--- src/rtl/vote_result_reporter_if.sv ---
// Byte-stream valid/ready link carrying vote report frames.
interface vote_result_reporter_if;
    logic [7:0] tx_data;
    logic       tx_valid;
    logic       tx_ready;

    modport master (
        output tx_data,
        output tx_valid,
        input  tx_ready
    );

    modport slave (
        input  tx_data,
        input  tx_valid,
        output tx_ready
    );
endinterface

--- src/rtl/vote_result_reporter.sv ---
// Snapshots four vote tallies and streams a 7-byte frame:
// header, counts, {tie,winner} status, XOR checksum.
module vote_result_reporter #(
    parameter logic [7:0] HEADER = 8'hA5
) (
    input  logic                           clock,
    input  logic                           reset,
    input  logic                           mode,
    input  logic                           report_req,
    input  logic [7:0]                     cand1_vote,
    input  logic [7:0]                     cand2_vote,
    input  logic [7:0]                     cand3_vote,
    input  logic [7:0]                     cand4_vote,
    vote_result_reporter_if.master         tx,
    output logic                           busy,
    output logic                           done,
    output logic [1:0]                     winner,
    output logic                           tie
);

    typedef enum logic [1:0] {
        IDLE,
        SEND,
        DONE
    } state_t;

    state_t          state;
    state_t          state_nx;
    logic [2:0]      idx;
    logic [3:0][7:0] snap;
    logic [7:0]      max_q;
    logic [7:0]      csum;
    logic [1:0]      run_win;
    logic            run_tie;

    logic            start;
    logic            xfer;
    logic            last;
    logic [7:0]      byte_d;
    logic [1:0]      k;
    logic [7:0]      cnt;
    logic            is_count;

    always_ff @(posedge clock or negedge reset) begin
        if (!reset) begin
            state <= IDLE;
        end else begin
            state <= state_nx;
        end
    end

    always_comb begin
        state_nx = state;
        byte_d   = 8'h00;
        start    = 1'b0;
        xfer     = 1'b0;
        last     = 1'b0;
        k        = idx[1:0] - 2'd1;
        cnt      = snap[k];
        is_count = (idx >= 3'd1) && (idx <= 3'd4);
        case (state)
            IDLE: begin
                if (report_req && mode) begin
                    start    = 1'b1;
                    state_nx = SEND;
                end
            end
            SEND: begin
                case (idx)
                    3'd0:    byte_d = HEADER;
                    3'd1,
                    3'd2,
                    3'd3,
                    3'd4:    byte_d = cnt;
                    3'd5:    byte_d = {run_tie, 5'b0, run_win};
                    default: byte_d = csum;
                endcase
                xfer = tx.tx_ready;
                last = xfer && (idx == 3'd6);
                if (last) begin
                    state_nx = DONE;
                end
            end
            DONE: begin
                state_nx = IDLE;
            end
            default: begin
                state_nx = IDLE;
            end
        endcase
    end

    assign tx.tx_data  = byte_d;
    assign tx.tx_valid = (state == SEND);
    assign busy        = (state == SEND);
    assign done        = (state == DONE);

    // Winner/tie outputs load on the edge accepting the checksum,
    // so they are already valid during the done pulse.
    always_ff @(posedge clock or negedge reset) begin
        if (!reset) begin
            idx     <= 3'd0;
            snap    <= '0;
            max_q   <= 8'h00;
            csum    <= 8'h00;
            run_win <= 2'd0;
            run_tie <= 1'b0;
            winner  <= 2'd0;
            tie     <= 1'b0;
        end else if (start) begin
            snap    <= {cand4_vote, cand3_vote, cand2_vote, cand1_vote};
            idx     <= 3'd0;
            max_q   <= 8'h00;
            csum    <= 8'h00;
            run_win <= 2'd0;
            run_tie <= 1'b0;
        end else if (xfer) begin
            idx <= last ? 3'd0 : idx + 3'd1;
            if (!last) begin
                csum <= csum ^ byte_d;
            end
            if (is_count) begin
                if (cnt > max_q) begin
                    max_q   <= cnt;
                    run_win <= k;
                    run_tie <= 1'b0;
                end else if (cnt == max_q) begin
                    run_tie <= 1'b1;
                end
            end
            if (last) begin
                winner <= run_win;
                tie    <= run_tie;
            end
        end
    end

endmodule

--- src/flat_wrapper.sv ---
// flat-port wrapper written by rule: the top's interface ports become plain ports
module vote_result_reporter_flat 
#(
    parameter logic [7:0] HEADER = 8'hA5
)
  (clock, reset, mode, report_req, cand1_vote, cand2_vote, cand3_vote, cand4_vote, busy, done, winner, tie, tx_tx_data, tx_tx_valid, tx_tx_ready);
  vote_result_reporter_if tx_i ();
  input  logic clock;
  input  logic reset;
  input  logic mode;
  input  logic report_req;
  input  logic [7:0] cand1_vote;
  input  logic [7:0] cand2_vote;
  input  logic [7:0] cand3_vote;
  input  logic [7:0] cand4_vote;
  output logic busy;
  output logic done;
  output logic [1:0] winner;
  output logic tie;
  output wire logic [$bits(tx_i.tx_data)-1:0] tx_tx_data;
  output wire logic [$bits(tx_i.tx_valid)-1:0] tx_tx_valid;
  input wire logic [$bits(tx_i.tx_ready)-1:0] tx_tx_ready;
  assign tx_tx_data = tx_i.tx_data;
  assign tx_tx_valid = tx_i.tx_valid;
  assign tx_i.tx_ready = tx_tx_ready;
  vote_result_reporter #(.HEADER(HEADER)) u_core (.clock(clock), .reset(reset), .mode(mode), .report_req(report_req), .cand1_vote(cand1_vote), .cand2_vote(cand2_vote), .cand3_vote(cand3_vote), .cand4_vote(cand4_vote), .tx(tx_i), .busy(busy), .done(done), .winner(winner), .tie(tie));
endmodule
--- config.mk ---
export PLATFORM = sky130hd
export DESIGN_NAME = vote_result_reporter_flat
export DESIGN_NICKNAME = d
export VERILOG_FILES = /design/src/rtl/vote_result_reporter_if.sv /design/src/rtl/vote_result_reporter.sv /design/src/flat_wrapper.sv
export SDC_FILE = /design/constraint.sdc
export NUM_CORES = 1
export LEC_CHECK = 0
export CORE_MARGIN = 5
export CORE_UTILIZATION = 48
export DETAILED_ROUTE_END_ITERATION = 12
export PLACE_DENSITY = 0.74
export SLEW_MARGIN = 20
export SYNTH_ARGS = -nofsm -noshare
export SYNTH_HDL_FRONTEND = slang
export SYNTH_SLANG_ARGS = --single-unit
--- constraint.sdc ---
create_clock -name clock -period 3.05 [get_ports clock]
set_clock_uncertainty 0.15 [all_clocks]
set_input_delay 0.7625 -clock clock [delete_from_list [all_inputs] [get_ports clock]]
set_output_delay 0.7625 -clock clock [all_outputs]
set_load 0.02 [all_outputs]
==> metrics.yaml, run 1 <==
yosys_warnings: 0
drv_cap: 0
worst_slew_margin_rel_pct: 55.1
die_width_um: 90.5
hold_violations: 0
clockBufferDepth: 2
finalSetupViolations: 18
pwr-share-clk_pct: 13.7
placed_cell_area_sq_um: 3910
diodes: 0
async_reset_ff_share_pct: 100
insertion_delay_ns: 0.35
min_period_ns: 3.29
r2r-end: "u_core.max_q[1]"
violations: "setup timing"
p_int_uw: 3600
fin_cells: 509
worstSetupPathType: "reg2out"
ff2ff_path_depth: 13
netlist_top_cells_count: "nand2_1, dfrtp_1, nor2_1"
synth_top_area_share_pct: 47.4
p_sw_uw: 2370
synth_seq_cells: 59
peakVddDrop_v: 0.000991
leakage_uw: 0.00213
route.detailed.wl_per_inst_um: 16.0
grt_max_degree: 23
layout_setup_ws_ns: -0.240
initial_utilization_pct: 49.3
drv_slew: 0
switching_share_pct: 39.7
status: "complete, but fails checks"
total_power_uw: 5970
power_density_nw_per_um2: 1330
vias_per_cell: 5.41
htreeDepth: 3
fmax_mhz: 304
syn2layout_area_growth_pct: 43.9
post-place-cells: 477
antenna_found_initial: 0
cts-root-buf: "clkbuf_8"
port_buffers: 50
post-synth-top-area-cell: "dfrtp_1"
worstPathRequired_ns: 2.14
ys_seq_area_share_pct: 47.4
dr.pass1.iters: 4
rsz0062_at_grt: "yes"
worst_slew_pin_slew_ns: 0.673
drt_wl_total_um: 8120
cts.clk_slew.worst_paths_ns: 0.08
r2r-start: "u_core.idx[1]"
syn_inst: 329
crit_fanout: 3
min_path_type: "in2async"
place.gp.congestion: 0.892
cts_tree: "done"
synth.distinct_cells: 41
synth_area_sq_um: 3110
power_frac_comb_pct: 64.5
cts.sinks: 59
grt_first_pass_wirelength_um: 13600
dp_hpwl_um: 5450
core_sq_um: 6310
route.antenna.remaining_nets: 0
period_share_pct: 108
fp.dieH_um: 90.5
drt_iter0_drc: 140
crit_path_start_kind: "flop"
cts_buffers: 9
r2r_slack_ns: -0.11
power.share.sequential_pct: 21.8
layout-drive-gt1-share_pct: 30.1
first_global_vias: 2852
fillCellCount: 458
synth-edff-count: 0
drc: 0
synth_nets: 379
cts_hold_buf: 0
die_area_sq_um: 8190
avgSynthCellArea_sq_um: 9.46
num-nets-final: 477
fin_area_sq_um: 4480
yosys.cell_count.top_type: "nand2_1"
rows: 29
synth_top_cells_by_area: "dfrtp_1, nand2_1, mux4_2"
worstPathArrival_ns: 2.38
grt.overflow.total: 0
ys.flop_type: "dfrtp_1"
grt_util_all_layers_pct: 20.6
io_pins: 51
worstSetupEndpointType: "output port"
vias: 2755
through the flow:
step	util, %	hold WS, ns	setup TNS (ns)	setup WS, ns
6_report	70.9	0.179	-2.05	-0.240
5_1_grt	70.9	0.193	-3.65	-0.303
4_1_cts	69.1	0.172	-1.03	-0.277
3_5_place_dp	62.0	0.311	-3.85	-0.314
3_3_place_gp	62.0	0.304	-2.79	-0.265
2_1_floorplan	-	0.290	0	0.00977
flip-flops by register name (all words and copies together) (netlist names):
signal and count:
u_core.tie 1, u_core.max_q 8, u_core.csum 8, u_core.snap 32
u_core.run_tie 1, u_core.state 2, u_core.run_win 2, u_core.idx 3
u_core.winner 2
per-layer routing:
layer / wire [um] / share of wire (%) / global-route usage [%] / vias to the layer above
met5: 0 / 0 / 0 / -
li1: - / - / - / 1308
met1: 3440 / 42 / 26.4 / 1328
met4: 212 / 2.6 / 10.8 / 0
met3: 491 / 6.0 / 3.83 / 19
met2: 3980 / 49 / 33.1 / 100
cell families (layout without fill, tap and decap cells):
group	count (synthesis)	count (layout)	share of synthesized area, %
fa+ha+maj	13	13	5.23
buf+inv	29	132	3.98
simple gates	163	163	22.7
mux	21	21	10.4
flops	59	59	47.4
compound gates	44	44	10.3
power groups by stage:
stage	logic, uW	clock network [uW]	registers (uW)
after floorplan	1870	0	1260
after global routing	4190	870	1330
after global placement	2940	0	1280
after CTS	3530	829	1290
final	3850	816	1300
after detailed placement	3030	0	1300
cells in the final DEF, fill, tap and decap left out, drive strengths merged, types with 11 or more instances in the layout:
master	n
nand2	109
buf	63
dfrtp	59
clkdlybuf4s50	41
nor2	21
a21oi	16
ha	13
clkbuf	11
inv	11
o21ai	11
critical path: stages (launching register included):
cell       delay [ns]
dfrtp_1          0.44
ha_4             0.19
ha_4             0.16
buf_4            0.13
or3b_4           0.37
and2_4           0.17
a2111oi_4        0.31
nor2_1           0.08
buf_4            0.16
cell type report:
type	instances	area (sq um)	share of cell area, %
Inverter	12	47.5	1.06
Timing Repair Buffer	104	926	20.7
Multi-Input combinational cell	241	1700	38.1
Clock buffer	11	151	3.38
Tap cell	77	96.3	2.15
Sequential cell	59	1480	33.0
Clock inverter	5	75.1	1.68
timing repair:
action                     in CTS  in global routing
gates resized for setup        65                 23
setup buffers                  14                  2
setup endpoints to repair      18                 19
pin swaps                      16                  6
worst max-delay path by stage:
stage,startpoint,end,depth (start not counted)
2_1_floorplan,u_core.idx[0],tx_tx_data[7],7
3_3_place_gp,u_core.idx[0],tx_tx_data[7],7
3_5_place_dp,u_core.idx[0],tx_tx_data[0],7
4_1_cts,u_core.idx[1],tx_tx_data[0],7
5_1_grt,u_core.idx[1],tx_tx_data[2],8
6_report,u_core.idx[1],tx_tx_data[0],8
(Power assumes the default switching activity.)
==> inputs of run 2 (changes only) <==
--- a/config.mk
+++ b/config.mk
@@ -9,7 +9,7 @@
 export CORE_UTILIZATION = 48
 export DETAILED_ROUTE_END_ITERATION = 12
 export PLACE_DENSITY = 0.74
-export SLEW_MARGIN = 20
+export SLEW_MARGIN = 5
 export SYNTH_ARGS = -nofsm -noshare
 export SYNTH_HDL_FRONTEND = slang
 export SYNTH_SLANG_ARGS = --single-unit
==> results of run 2 <==
Final layout, timing and power as in run 1 (identical DEF).
